--- src/rtl/operand_forward_stage.sv ---
`default_nettype none
// ============================================================================
// Module      : operand_forward_stage
// Description : ID/EX register with EX/MEM/WB operand forwarding, XZR rule,
//               load-use bubble insertion and a saturating bubble counter.
// Revision    : 1.0 - initial release
// ============================================================================
module operand_forward_stage #(
    parameter int WIDTH     = 64,
    parameter int REG_BITS  = 5,
    parameter int ZERO_REG  = 31,
    parameter int CNT_WIDTH = 16
) (
    input  logic                 clk,
    input  logic                 reset,
    input  logic                 in_valid,
    input  logic [REG_BITS-1:0]  in_rs1,
    input  logic [REG_BITS-1:0]  in_rs2,
    input  logic [REG_BITS-1:0]  in_rd,
    input  logic                 in_regWrite,
    input  logic                 in_memRead,
    input  logic [WIDTH-1:0]     in_rf_data1,
    input  logic [WIDTH-1:0]     in_rf_data2,
    input  logic [WIDTH-1:0]     ex_result,
    input  logic [REG_BITS-1:0]  mem_rd,
    input  logic                 mem_regWrite,
    input  logic [WIDTH-1:0]     mem_result,
    input  logic [REG_BITS-1:0]  wb_rd,
    input  logic                 wb_regWrite,
    input  logic [WIDTH-1:0]     wb_data,
    input  logic                 hold,
    input  logic                 flush,
    output logic                 out_valid,
    output logic [WIDTH-1:0]     out_opA,
    output logic [WIDTH-1:0]     out_opB,
    output logic [REG_BITS-1:0]  out_rd,
    output logic                 out_regWrite,
    output logic                 out_memRead,
    output logic                 id_stall,
    output logic [CNT_WIDTH-1:0] stall_count
);

    localparam logic [REG_BITS-1:0] c_zero_reg = REG_BITS'(ZERO_REG);

    logic                 r_valid;
    logic [WIDTH-1:0]     r_opA;
    logic [WIDTH-1:0]     r_opB;
    logic [REG_BITS-1:0]  r_rd;
    logic                 r_regwrite;
    logic                 r_memread;
    logic [CNT_WIDTH-1:0] r_stall_count;

    logic                 w_ex_src;
    logic                 w_mem_src;
    logic                 w_wb_src;
    logic                 w_hazard;
    logic [REG_BITS-1:0]  w_rs  [2];
    logic [WIDTH-1:0]     w_rf  [2];
    logic [WIDTH-1:0]     w_sel [2];

    // A load in EX has no result yet; it is handled by the bubble instead.
    assign w_ex_src  = r_valid & r_regwrite & ~r_memread & (r_rd != c_zero_reg);
    assign w_mem_src = mem_regWrite & (mem_rd != c_zero_reg);
    assign w_wb_src  = wb_regWrite & (wb_rd != c_zero_reg);

    assign w_rs[0] = in_rs1;
    assign w_rs[1] = in_rs2;
    assign w_rf[0] = in_rf_data1;
    assign w_rf[1] = in_rf_data2;

    generate
        for (genvar gi = 0; gi < 2; gi++) begin : g_operand
            assign w_sel[gi] = (w_rs[gi] == c_zero_reg)            ? '0         :
                               (w_ex_src  && r_rd   == w_rs[gi])   ? ex_result  :
                               (w_mem_src && mem_rd == w_rs[gi])   ? mem_result :
                               (w_wb_src  && wb_rd  == w_rs[gi])   ? wb_data    :
                                                                     w_rf[gi];
        end
    endgenerate

    assign w_hazard = in_valid & r_valid & r_memread & r_regwrite &
                      (r_rd != c_zero_reg) & ((r_rd == in_rs1) | (r_rd == in_rs2));

    assign id_stall = ~flush & (hold | w_hazard);

    always_ff @(posedge clk or posedge reset) begin
        if (reset) begin
            r_valid       <= 1'b0;
            r_opA         <= '0;
            r_opB         <= '0;
            r_rd          <= '0;
            r_regwrite    <= 1'b0;
            r_memread     <= 1'b0;
            r_stall_count <= '0;
        end else if (flush) begin
            r_valid    <= 1'b0;
            r_opA      <= '0;
            r_opB      <= '0;
            r_rd       <= '0;
            r_regwrite <= 1'b0;
            r_memread  <= 1'b0;
        end else if (!hold) begin
            if (w_hazard) begin
                r_valid    <= 1'b0;
                r_opA      <= '0;
                r_opB      <= '0;
                r_rd       <= '0;
                r_regwrite <= 1'b0;
                r_memread  <= 1'b0;
                if (r_stall_count != '1) begin
                    r_stall_count <= r_stall_count + 1'b1;
                end
            end else begin
                r_valid    <= in_valid;
                r_opA      <= w_sel[0];
                r_opB      <= w_sel[1];
                r_rd       <= in_rd;
                r_regwrite <= in_regWrite & in_valid;
                r_memread  <= in_memRead & in_valid;
            end
        end
    end

    assign out_valid    = r_valid;
    assign out_opA      = r_opA;
    assign out_opB      = r_opB;
    assign out_rd       = r_rd;
    assign out_regWrite = r_regwrite;
    assign out_memRead  = r_memread;
    assign stall_count  = r_stall_count;

endmodule
`default_nettype wire

--- config.mk ---
export PLATFORM = sky130hd
export DESIGN_NAME = operand_forward_stage
export DESIGN_NICKNAME = d
export VERILOG_FILES = /design/src/rtl/operand_forward_stage.sv
export SDC_FILE = /design/constraint.sdc
export NUM_CORES = 1
export LEC_CHECK = 0
export CORE_AREA = 2 2 194 196
export DETAILED_ROUTE_END_ITERATION = 10
export DIE_AREA = 0 0 196 198
export PLACE_DENSITY = 0.64
export SYNTH_ARGS = -nofsm -noshare
export SYNTH_HDL_FRONTEND = slang
export SYNTH_SLANG_ARGS = --single-unit
--- constraint.sdc ---
create_clock -name clk -period 11.25 [get_ports clk]
set_input_delay 3.375 -clock clk [delete_from_list [all_inputs] [get_ports clk]]
set_output_delay 3.375 -clock clk [all_outputs]
set_load 0.02 [all_outputs]
; ---- After elaboration in Yosys (flattened, before gate mapping)
; Cells that the tools add are included.
[word_totals]
word_cells = 72
output_inout_bits = 153
in_bits = 354
ff_bits = 152
[op_classes]
addsub = 1
eq_ne = 13
reduce_logical = 7
n_bitwise = 18
muxes = 26
[ops]
columns = operator, n
row1 = 2-to-1 mux 64 bit, 14
row2 = equality test 5 bit, 6
row3 = "adder 16 x 1 -> 16 bit, second input constant", 1
row4 = "inequality test 16 bit, second input constant", 1
row5 = 2-to-1 mux 5 bit, 3
row6 = "inequality test 5 bit, second input constant", 3
row7 = AND 1 bit, 13
row8 = "equality test 5 bit, second input constant", 2
row9 = 2-to-1 mux 1 bit, 9
row10 = logical AND 1 bit, 6
row11 = AND reduction 4 bit, 1
row12 = inverter 1 bit, 3
row13 = "inequality test 2 x 1 -> 1 bit, second input constant", 1
row14 = OR 1 bit, 2

; ---- Longest topological paths before layout
; Gate-level depths: netlist of the first run.
[logic_depth]
depth_word = 10
mapped_depth = 8
ltp_nobuf = 7

; ---- Worst setup path after synthesis of the first run
; No wires, ideal clock.
[synth_timing]
kind = input -> output
from = in in_rs2[4]
to = out id_stall
cell_stages = 6
arrival_time_ns = 4.742
slack_ns = 3.133
cell_sequence = xnor2_1 nand3_1 or2_1 a211o_1 buf_6 a21oi_1
[synth_via]
elab_chain_cells = 5
[synth_lines]
columns = element, line
row1 = "start, declared", 18  ; input logic [REG_BITS-1:0] in_rs2,
row2 = equality test 5 bit, 82  ; (r_rd != c_zero_reg) & ((r_rd == in_rs1) | (r_rd == in_rs2));
row3 = OR 1 bit, 82
row4 = AND 1 bit, 82
row5 = OR 1 bit, 84  ; assign id_stall = ~flush & (hold | w_hazard);
row6 = AND 1 bit, 84
row7 = "end, declared", 39  ; output logic id_stall,
; Every way passes these cells.

; ---- Final worst setup path of the first run
; Same ends and word-level chain as after synthesis.

==> results of run 1 <==
worst paths after layout:
check / from / to / cells past startpoint
max: in_rs2[4] / id_stall / 7
min: out_opA[35] / out_opA[35] / 2
max reg2reg: out_rd[4] / out_opA[20] / 7
min reg2reg: out_opA[35] / out_opA[35] / 2
max in group asynchronous: reset / out_opB[62] / 3
min in group asynchronous: reset / stall_count[9] / 2
worst register-to-register path, cell delays in order, from the launching register on:
cell and delay, ps:
dfrtp_1 470, xnor2_1 190, nand3_1 100, or2_1 300
a211o_1 570, nand2_4 580, buf_4 670, o21ai_0 220
logic make-up (layout without fill, tap and decap cells):
| family | Yosys count | in the layout | share of synthesized area, % |
|---|---|---|---|
| DFF | 152 | 152 | 35.1 |
| muxes | 1 | 1 | 0.104 |
| buffers and inverters | 129 | 562 | 5.57 |
| and+or+nand+nor | 497 | 497 | 20.1 |
| AOI/OAI and AO/OA | 466 | 466 | 35.4 |
| other | 0 | 6 | 0 |
| xor gates and xnor gates | 45 | 45 | 3.70 |
| adders and majority gates | 1 | 1 | 0.115 |
layout make-up:
type / count / area share [%]
Tap cell: 474 / 3.53
Multi-Input combinational cell: 1010 / 38.8
Timing Repair Buffer: 524 / 31.0
Clock inverter: 6 / 0.820
Antenna cell: 6 / 0.0895
Sequential cell: 152 / 22.7
Inverter: 8 / 0.209
Clock buffer: 24 / 2.93
power by group through the flow:
stage	clock network [mW]	registers (mW)	logic (mW)
2_1_floorplan	0	0.636	0.146
3_3_place_gp	0	0.602	0.427
3_5_place_dp	0	0.602	0.428
4_1_cts	0.650	0.593	0.430
5_1_grt	0.669	0.596	0.455
6_report	0.632	0.593	0.429
metal layers:
layer  part of all wire, %  GRT usage, %  vias up
met1                    39          29.9     6086
met2                    48          43.0      624
met4                   4.0          12.2       10
met3                   8.7          7.75      120
met5                  0.14             0        -
li1                      -             -     5623
synth_stat cells, drive strengths merged (9+ instances only):
cell / instances
dfrtp: 152
a221oi: 18
nand2: 260
a21boi: 110
xnor2: 34
a31o: 55
nor4: 10
a2bb2oi: 9
clkbuf: 86
and2: 9
xor2: 11
nor2: 71
buf: 35
o31a: 9
a311o: 55
nand3: 120
o21ai: 82
a22oi: 110
flip-flops by register name (all words and copies together), names as in the netlist:
register and count:
out_regWrite 1, out_valid 1, out_rd 5, out_opA 64, stall_count 16, out_memRead 1, out_opB 64
cells in the final DEF (no fill, tap or decap), types with 4 or more instances in the layout:
cell	Yosys	routed
nand3_1	120	120
nand4_1	8	8
a22oi_1	55	55
nor2_1	71	69
a22o_1	6	6
nand2_1	260	258
a221oi_1	18	18
xnor2_1	33	33
nor4_2	4	5
a21boi_0	110	110
xor2_1	11	11
a311o_1	55	55
clkbuf_16	0	17
o21ai_0	73	73
a31o_1	16	16
dfrtp_1	152	152
diode_2	0	6
a31o_2	39	39
nor4_1	5	4
clkdlybuf4s50_1	0	506
clkbuf_8	0	4
a22oi_2	55	55
bufinv_16	0	4
buf_4	8	18
inv_1	8	7
o31a_1	9	9
o21ai_1	9	9
a2bb2oi_1	9	9
and2_1	9	9
nor3_1	4	4
through the flow:
stage	utilization (%)	area (µm²)	setup slack [ps]	total power [mW]
after floorplan	-	10900	3130	0.781
final	45.4	16800	1900	1.65
after CTS	45.4	16800	1890	1.67
after detailed placement	43.7	16100	1900	1.03
after global placement	43.7	16100	1960	1.03
after global routing	45.4	16800	1780	1.72
==> flow_summary.json, run 1 <==
{
  "path_clk_slew_ps": 70,
  "cts_buffers": 17,
  "firstDrtPassIters": 5,
  "p_leak_nw": 6.58,
  "peakVddDrop_mv": 0.101,
  "swShare_pct": 27.6,
  "clockPowerShare_pct": 38.2,
  "nets": 2068,
  "drc_errors": 0,
  "port_buffers": 506,
  "setup_viol": 0,
  "yosysWarnings": 0,
  "register_area_um2": 3800,
  "cp-start-kind": "input port",
  "crit_required_ps": 7880,
  "placed_cells": 2168,
  "rsz0062_at_grt": "false",
  "crit_top_cell": "clkdlybuf4s50_1",
  "fin_crit_ps": 9350,
  "hold_buffers": 0,
  "end_kind": "primary output",
  "synth_cell_types": 50,
  "cts.path.max_buffers": 2,
  "grt_pass1_wl_um": 76100,
  "slew_headroom_pct": 34.0,
  "cts_tree": "built",
  "worst_slew_pin_slew_ps": 991,
  "synthTopCellsByArea": "dfrtp_1 (35%), nand2_1 (9.0%), a21boi_0 (7.6%), a22oi_2 (6.3%), nand3_1 (5.5%)",
  "maxCapViolCount": 0,
  "cts-resized-gates": 0,
  "timing.final.crit_share_pct": 83.2,
  "ys_seq_elements": 152,
  "max_freq_mhz": 107,
  "gp_congestion": 0.890,
  "syn_to_final_growth_pct": 54.6,
  "ys_seq_area_share_pct": 35.1,
  "path_cells": "clkdlybuf4s50_1 -> xnor2_1 -> nand3_1 -> or2_1 -> a211o_1 -> a21oi_1 -> clkdlybuf4s50_1",
  "placeableCoreArea_um2": 37000,
  "die_w_um": 196,
  "initialDrtViolationCount": 751,
  "synth_top_cell_by_area": "dfrtp_1",
  "rrSetupSlack_ps": 8010,
  "crit_family": "buffers and inverters",
  "antenna_found_initial": 10,
  "switching_power_uw": 457,
  "initial_core_util_pct": 29.4,
  "worst-path-buf-inv": 2,
  "drive_gt1_share_pct": 9.40,
  "netlist_area_um2": 10900,
  "multi_input_area_um2": 6500,
  "post_cts_buffers": 0,
  "pin_count": 507,
  "path_class": "input port to primary output",
  "grt_max_degree": 96,
  "slew_violations": 0,
  "overflow": 0,
  "powerDensity_nw_per_um2": 98.6,
  "yosys.area.top_type_share_pct": 35.1,
  "routed_wl_um": 50700,
  "instances_no_fill": 2204,
  "cpPeakStageDelay_ps": 620,
  "ant_nets": 0,
  "cp.arrival_ps": 5980,
  "syn_avg_cell_area_um2": 8.40,
  "status": "complete, no violations",
  "clkLatencyLatePin_ps": 430,
  "path_max_fanout": 15,
  "wl_per_cell_um": 23.0,
  "synth_edf_count": 0,
  "syn-instance-count": 1291,
  "hold_ws_ps": 478,
  "fillCellCount": 3680,
  "die_y_um": 198,
  "finalHoldViolCount": 0,
  "seq_power_share_pct": 35.9,
  "clock-sinks": 152,
  "via_count": 12500,
  "cpMaxStageDelayCell": "clkdlybuf4s50_1",
  "die_area_um2": 38800,
  "grtUsageTotal_pct": 25.6,
  "fin_tns_setup_ps": 0,
  "synthArstFlopShare_pct": 100,
  "p_comb_share_pct": 25.9,
  "routed_via_density": 5.65,
  "syn_nets": 1646,
  "p_int_mw": 1.20,
  "hold_path_class": "flop to flop",
  "grt_pass1_vias": 12600,
  "num_rows": 71,
  "root_buffer": "clkbuf_16",
  "cts.htree.levels": 4,
  "finClkSkew_ps": 6.79,
  "hpwl_um": 34800,
  "ys.flop_type": "dfrtp_1"
}
No activity file was read; power rests on OpenSTA's default activity.
==> run 2, diff against run 1 <==
--- a/config.mk
+++ b/config.mk
@@ -5,9 +5,9 @@
 export SDC_FILE = /design/constraint.sdc
 export NUM_CORES = 1
 export LEC_CHECK = 0
-export CORE_AREA = 2 2 194 196
+export CORE_AREA = 2 2 199 201
 export DETAILED_ROUTE_END_ITERATION = 10
-export DIE_AREA = 0 0 196 198
+export DIE_AREA = 0 0 201 203
 export PLACE_DENSITY = 0.64
 export SYNTH_ARGS = -nofsm -noshare
 export SYNTH_HDL_FRONTEND = slang
==> constraint.sdc (replaced) <==
create_clock -name clk -period 7.6 [get_ports clk]
set_input_delay 2.28 -clock clk [delete_from_list [all_inputs] [get_ports clk]]
set_output_delay 2.28 -clock clk [all_outputs]
set_load 0.02 [all_outputs]
==> flow_summary.json, run 2 (synthesis results as in run 1) <==
{
  "root_buffer": "clkbuf_16",
  "cpPeakStageDelay_ps": 620,
  "timing.final.crit_share_pct": 90.8,
  "grt_max_degree": 116,
  "cts-resized-gates": 0,
  "cts.htree.levels": 4,
  "utilization_pct": 43.7,
  "post_cts_buffers": 0,
  "wl_met1_um": 21100,
  "hpwl_um": 35800,
  "cpMaxStageDelayCell": "clkdlybuf4s50_1",
  "rsz0062_at_grt": "false",
  "finClkSkew_ps": 8.89,
  "path_max_fanout": 4,
  "drive_gt1_share_pct": 9.45,
  "cts.path.max_buffers": 2,
  "maxCapViolCount": 0,
  "grt_pass1_wl_um": 79000,
  "num_rows": 72,
  "wl_met2_um": 25100,
  "multi_input_area_um2": 6510,
  "hold_buffers": 0,
  "status": "complete, no violations",
  "finalHoldViolCount": 0,
  "clkLatencyLatePin_ps": 440,
  "routed.top_layer": "met5",
  "slew_violations": 0,
  "final_common_cell": "clkdlybuf4s50_1",
  "initialDrtViolationCount": 849,
  "layout_common_cells": "clkdlybuf4s50_1 (506), nand2_1 (258), dfrtp_1 (152)",
  "crit_top_cell": "clkdlybuf4s50_1",
  "crit_required_ps": 5320,
  "cts_buffers": 17,
  "dr_wl_met3_um": 4100,
  "placed_cells": 2212,
  "placeableCoreArea_um2": 38500,
  "initial_core_util_pct": 28.2,
  "whs_path_depth": 2,
  "die_area_um2": 40800,
  "die_y_um": 203,
  "clock-sinks": 152,
  "fin_crit_ps": 6900,
  "fin_tns_setup_ps": 0,
  "grt_pass1_vias": 12800,
  "peakVddDrop_mv": 0.129,
  "antenna_found_initial": 7,
  "firstDrtPassIters": 5,
  "routed_wl_um": 52000,
  "worst-r2r-cell-count": 8,
  "register_area_um2": 3800,
  "die_w_um": 201,
  "pin_count": 507,
  "setup_viol": 0,
  "drc_errors": 0,
  "worst_slew_pin_slew_ps": 1100,
  "cp-start-kind": "input port",
  "path_clk_slew_ps": 60,
  "p_leak_nw": 6.55,
  "gp_congestion": 0.915,
  "overflow": 0,
  "path_class": "input port to primary output",
  "grtUsageTotal_pct": 25.2,
  "instances_no_fill": 2246,
  "max_freq_mhz": 145,
  "syn_to_final_growth_pct": 54.8,
  "end_kind": "primary output",
  "nets": 2068,
  "fillCellCount": 3852,
  "cp.arrival_ps": 4620,
  "port_buffers": 506,
  "path_cells": "clkdlybuf4s50_1 -> xnor2_1 -> nand3_1 -> or2_1 -> a211o_1 -> a21oi_1 -> clkdlybuf4s50_1",
  "wl_per_cell_um": 23.1,
  "routed_via_density": 5.55,
  "slew_headroom_pct": 26.9,
  "cts_tree": "built",
  "via_count": 12500,
  "ant_nets": 0,
  "hold_path_class": "flop to flop",
  "powerDensity_nw_per_um2": 142
}
[run 2: cell types whose count changed in the layout (fill, tap and decap cells not counted), sizes merged]
| cell | before | now |
|---|---|---|
| inv | 9 | 8 |
| clkbuf | 24 | 23 |
| bufinv | 4 | 2 |
| clkinvlp | 0 | 2 |
| clkinv | 1 | 3 |
| diode | 6 | 4 |
[run 2: per-layer routing]
layer,up-vias,track usage [%]
met1,6116,31.2
met3,90,5.92
met2,623,42.2
met5,-,0
li1,5623,-
met4,6,10.2
[run 2: worst paths after layout]
| check | slack (ps) | end | start |
|---|---|---|---|
| setup / recovery | 700 | id_stall | in_rs2[4] |
| hold / removal | 480 | out_opA[35] | out_opA[35] |
| setup reg to reg | 4480 | out_opA[40] | out_rd[1] |
| hold reg to reg | 480 | out_opA[35] | out_opA[35] |
| max in group asynchronous | 3960 | out_opA[22] | reset |
| min in group asynchronous | 2400 | out_opA[55] | reset |
[run 2: power breakdown]
group	switching, mW	internal, mW	total, mW
clock network	0.359	0.514	0.873
registers	0.0278	0.851	0.879
logic	0.296	0.338	0.634
[run 2: critical path: cells and delay by family]
family | cells | cell delay, ps
buffers and inverters | 2 | 1200
AO/OA/AOI/OAI | 2 | 540
AND/OR/NAND/NOR | 2 | 440
XOR/XNOR | 1 | 150
[run 2: cell type report]
class / instances / area share [%]
Multi-Input combinational cell: 1010 / 38.7
Timing Repair Buffer: 524 / 31.0
Sequential cell: 152 / 22.6
Tap cell: 518 / 3.86
Clock buffer: 23 / 2.91
Clock inverter: 7 / 0.559
Inverter: 8 / 0.209
Antenna cell: 4 / 0.0596
[run 2: metrics by stage]
stage          worst slack, ps  hold WS [ps]  total power [mW]  area (µm²)
2_1_floorplan             1230           590              1.16       10900
3_5_place_dp               719           470              1.53       16200
6_report                   702           481              2.39       16800
4_1_cts                    713           484              2.41       16800
5_1_grt                    590           500              2.48       16800
3_3_place_gp               738           464              1.52       16200
==> edit, RTL diff (flow settings as in run 2) <==
The parameter `CNT_WIDTH` goes from 16 to 20.
--- a/src/rtl/operand_forward_stage.sv
+++ b/src/rtl/operand_forward_stage.sv
@@ -10,5 +10,5 @@
     parameter int REG_BITS  = 5,
     parameter int ZERO_REG  = 31,
-    parameter int CNT_WIDTH = 16
+    parameter int CNT_WIDTH = 20
 ) (
     input  logic                 clk,
Interface: changed (resized stall_count); port bits go from 507 to 511. The function was not compared with the original's and may differ.
==> edit against run 2 <==
Clock skew barely moved. Final area rose by 2.0%. Critical path type unchanged. Hold slack improved by 0.0026 ns. Global-route usage rose by 2.1 points. Die area did not move. Area after synthesis rose by 1.8%. Fmax rose by 1.1%. Largest cell class unchanged. Worst setup slack improved by 0.078 ns. Non-clock buffer count rose by 6. Power rose by 11%. Register-to-register slack improved by 0.30 ns. Sequential cell count rose by 4. Wire length rose by 10%.
==> edit: results (changes against run 2) <==
| Metric | Value |
|---|---|
| DR vias/cell | `5.936 (was 5.547)` |
| CTS Buf Count | `17 (unchanged)` |
| Area after DPL | `0.01646 mm^2 (was 0.01621 mm^2)` |
| Syn Nets | `1,711 (was 1,646)` |
| Clock buffer depth | `2 (unchanged)` |
| Buffers on Ports | `510 (was 506)` |
| Avg Inst Size Synth | `8.146 um^2 (was 8.405 um^2)` |
| Synth area leaders | `dfrtp_1, nand2_1, a311o_1 (was dfrtp_1, nand2_1, a21boi_0)` |
| Distinct cells, synth | `51 (was 50)` |
| First-pass iteration count of the detailed router | `5 (unchanged)` |
| First-pass GRT wire length | `85,460 um (was 79,010 um)` |
| R2R setup slack | `4.78 ns (was 4.48 ns)` |
| WP data arrival | `4.54 ns (was 4.62 ns)` |
| Placed cells | `2,255 (was 2,212)` |
| Initial drt markers | `992 (was 849)` |
| Peak VDD IR | `0.1443 mV (was 0.1294 mV)` |
| Initial antenna violation count | `4 (was 7)` |
| Post-Route Skew | `0.008818 ns (was 0.008894 ns)` |
| Number of H-tree levels | `4 (unchanged)` |
| Outcome | `complete, no violations (unchanged)` |
| GRT Resource Usage Total | `27.28% (was 25.18%)` |
| Nets | `2,111 (was 2,068)` |
| Clk slew on worst S/H paths | `0.06 ns (about the same)` |
| Async SR Flop Fraction | `100.0% (unchanged)` |
| Post_cts resized | `0 (unchanged)` |
| Via count | `13,588 (was 12,458)` |
| Largest fanout on the critical path | `5 (was 4)` |
| YS warnings | `0 (unchanged)` |
| Register area share after synthesis | `35.34% (was 35.06%)` |
| Layout cell share with drive strength beyond 1 | `5.373% (was 9.455%)` |
| Top_reg_cell synth | `dfrtp_1 (unchanged)` |
| Slew HR | `22.30% (was 26.85%)` |
| Placer Congestion | `0.9112 (was 0.9146)` |
| Worst r2r path cells | `7 (was 8)` |
| HPWL after detailed placement | `37,840 um (was 35,770 um)` |
| List of most frequent post-synthesis cells | `nand2_1, dfrtp_1, clkbuf_1, nand3_1, nor2_1 (was nand2_1, dfrtp_1, nand3_1)` |
| Fill cells | `3,802 (was 3,852)` |
| Pleak | `0.006363 uW (was 0.006554 uW)` |
| Final WL | `57,150 um (was 51,970 um)` |
| Largest net degree at the start of global routing | `137 (was 116)` |
==> edit: cell types whose count changed after synthesis, sizes merged, moves of 46 or more <==
cell	before	now
nor3	5	74
a311oi	0	61
o31ai	0	61
nand4	8	68
a21oi	2	61
nand2	260	202
a31o	55	0
a21boi	110	64
==> edit: through the flow <==
stage / setup WS, ns / hold WS, ns / total power, uW
final: 0.7798 / 0.4833 / 2637
after global routing: 0.6167 / 0.5027 / 2725
after CTS: 0.7821 / 0.4899 / 2650
after detailed placement: 0.8012 / 0.4750 / 1632
after global placement: 0.7914 / 0.4662 / 1630
after floorplan: 1.113 / 0.5953 / 1212
==> edit: area by class of cell <==
cell class / count / area [um^2] / share of cell area, %
tap: 518 / 648.1 / 3.782
clock inverter: 14 / 241.5 / 1.409
sequential: 156 / 3904 / 22.78
antenna: 3 / 7.507 / 0.04381
inverter: 7 / 31.28 / 0.1825
clock buffer: 17 / 425.4 / 2.482
multi-input combinational: 1044 / 6550 / 38.22
timing repair buffer: 530 / 5330 / 31.10
==> edit: logic make-up after synthesis <==
kind of cell,Yosys count,share of synthesized area (%)
and+or+nand+nor,527,22.15
muxes,1,0.1019
AOI/OAI and AO/OA,466,32.17
xor gates and xnor gates,49,3.885
adders and majority gates,1,0.1133
buffers and inverters,156,6.242
DFF,156,35.34
==> edit: power by group <==
group          internal, uW  switching, uW
Clock                   617            397
Combinational           341            379
Sequential              873           29.0
==> edit: path summary, 6_finish.rpt <==
path / to / from
max in group asynchronous: out_opA[39] / reset
worst min-delay path: out_opB[36] / out_opB[36]
worst max-delay path: id_stall / in_rs1[4]
worst max register to register: out_opA[35] / out_rd[0]
min in group asynchronous: stall_count[10] / reset
worst min register to register: out_opB[36] / out_opB[36]
==> edit: metal layers <==
layer,vias to the layer above,wire length [um],track usage (%)
met4,0,1946,11.38
met2,867,26940,44.90
li1,5963,-,-
met5,-,0,0
met3,125,5873,7.929
met1,6633,22390,33.38
==> edit: worst max-delay path: stages <==
cell	delay (ns)
clkdlybuf4s50_1	0.59
xnor2_1	0.14
nand3_1	0.11
nor3_2	0.32
o2111a_1	0.34
nor2_1	0.06
nor2_1	0.09
clkdlybuf4s50_1	0.61
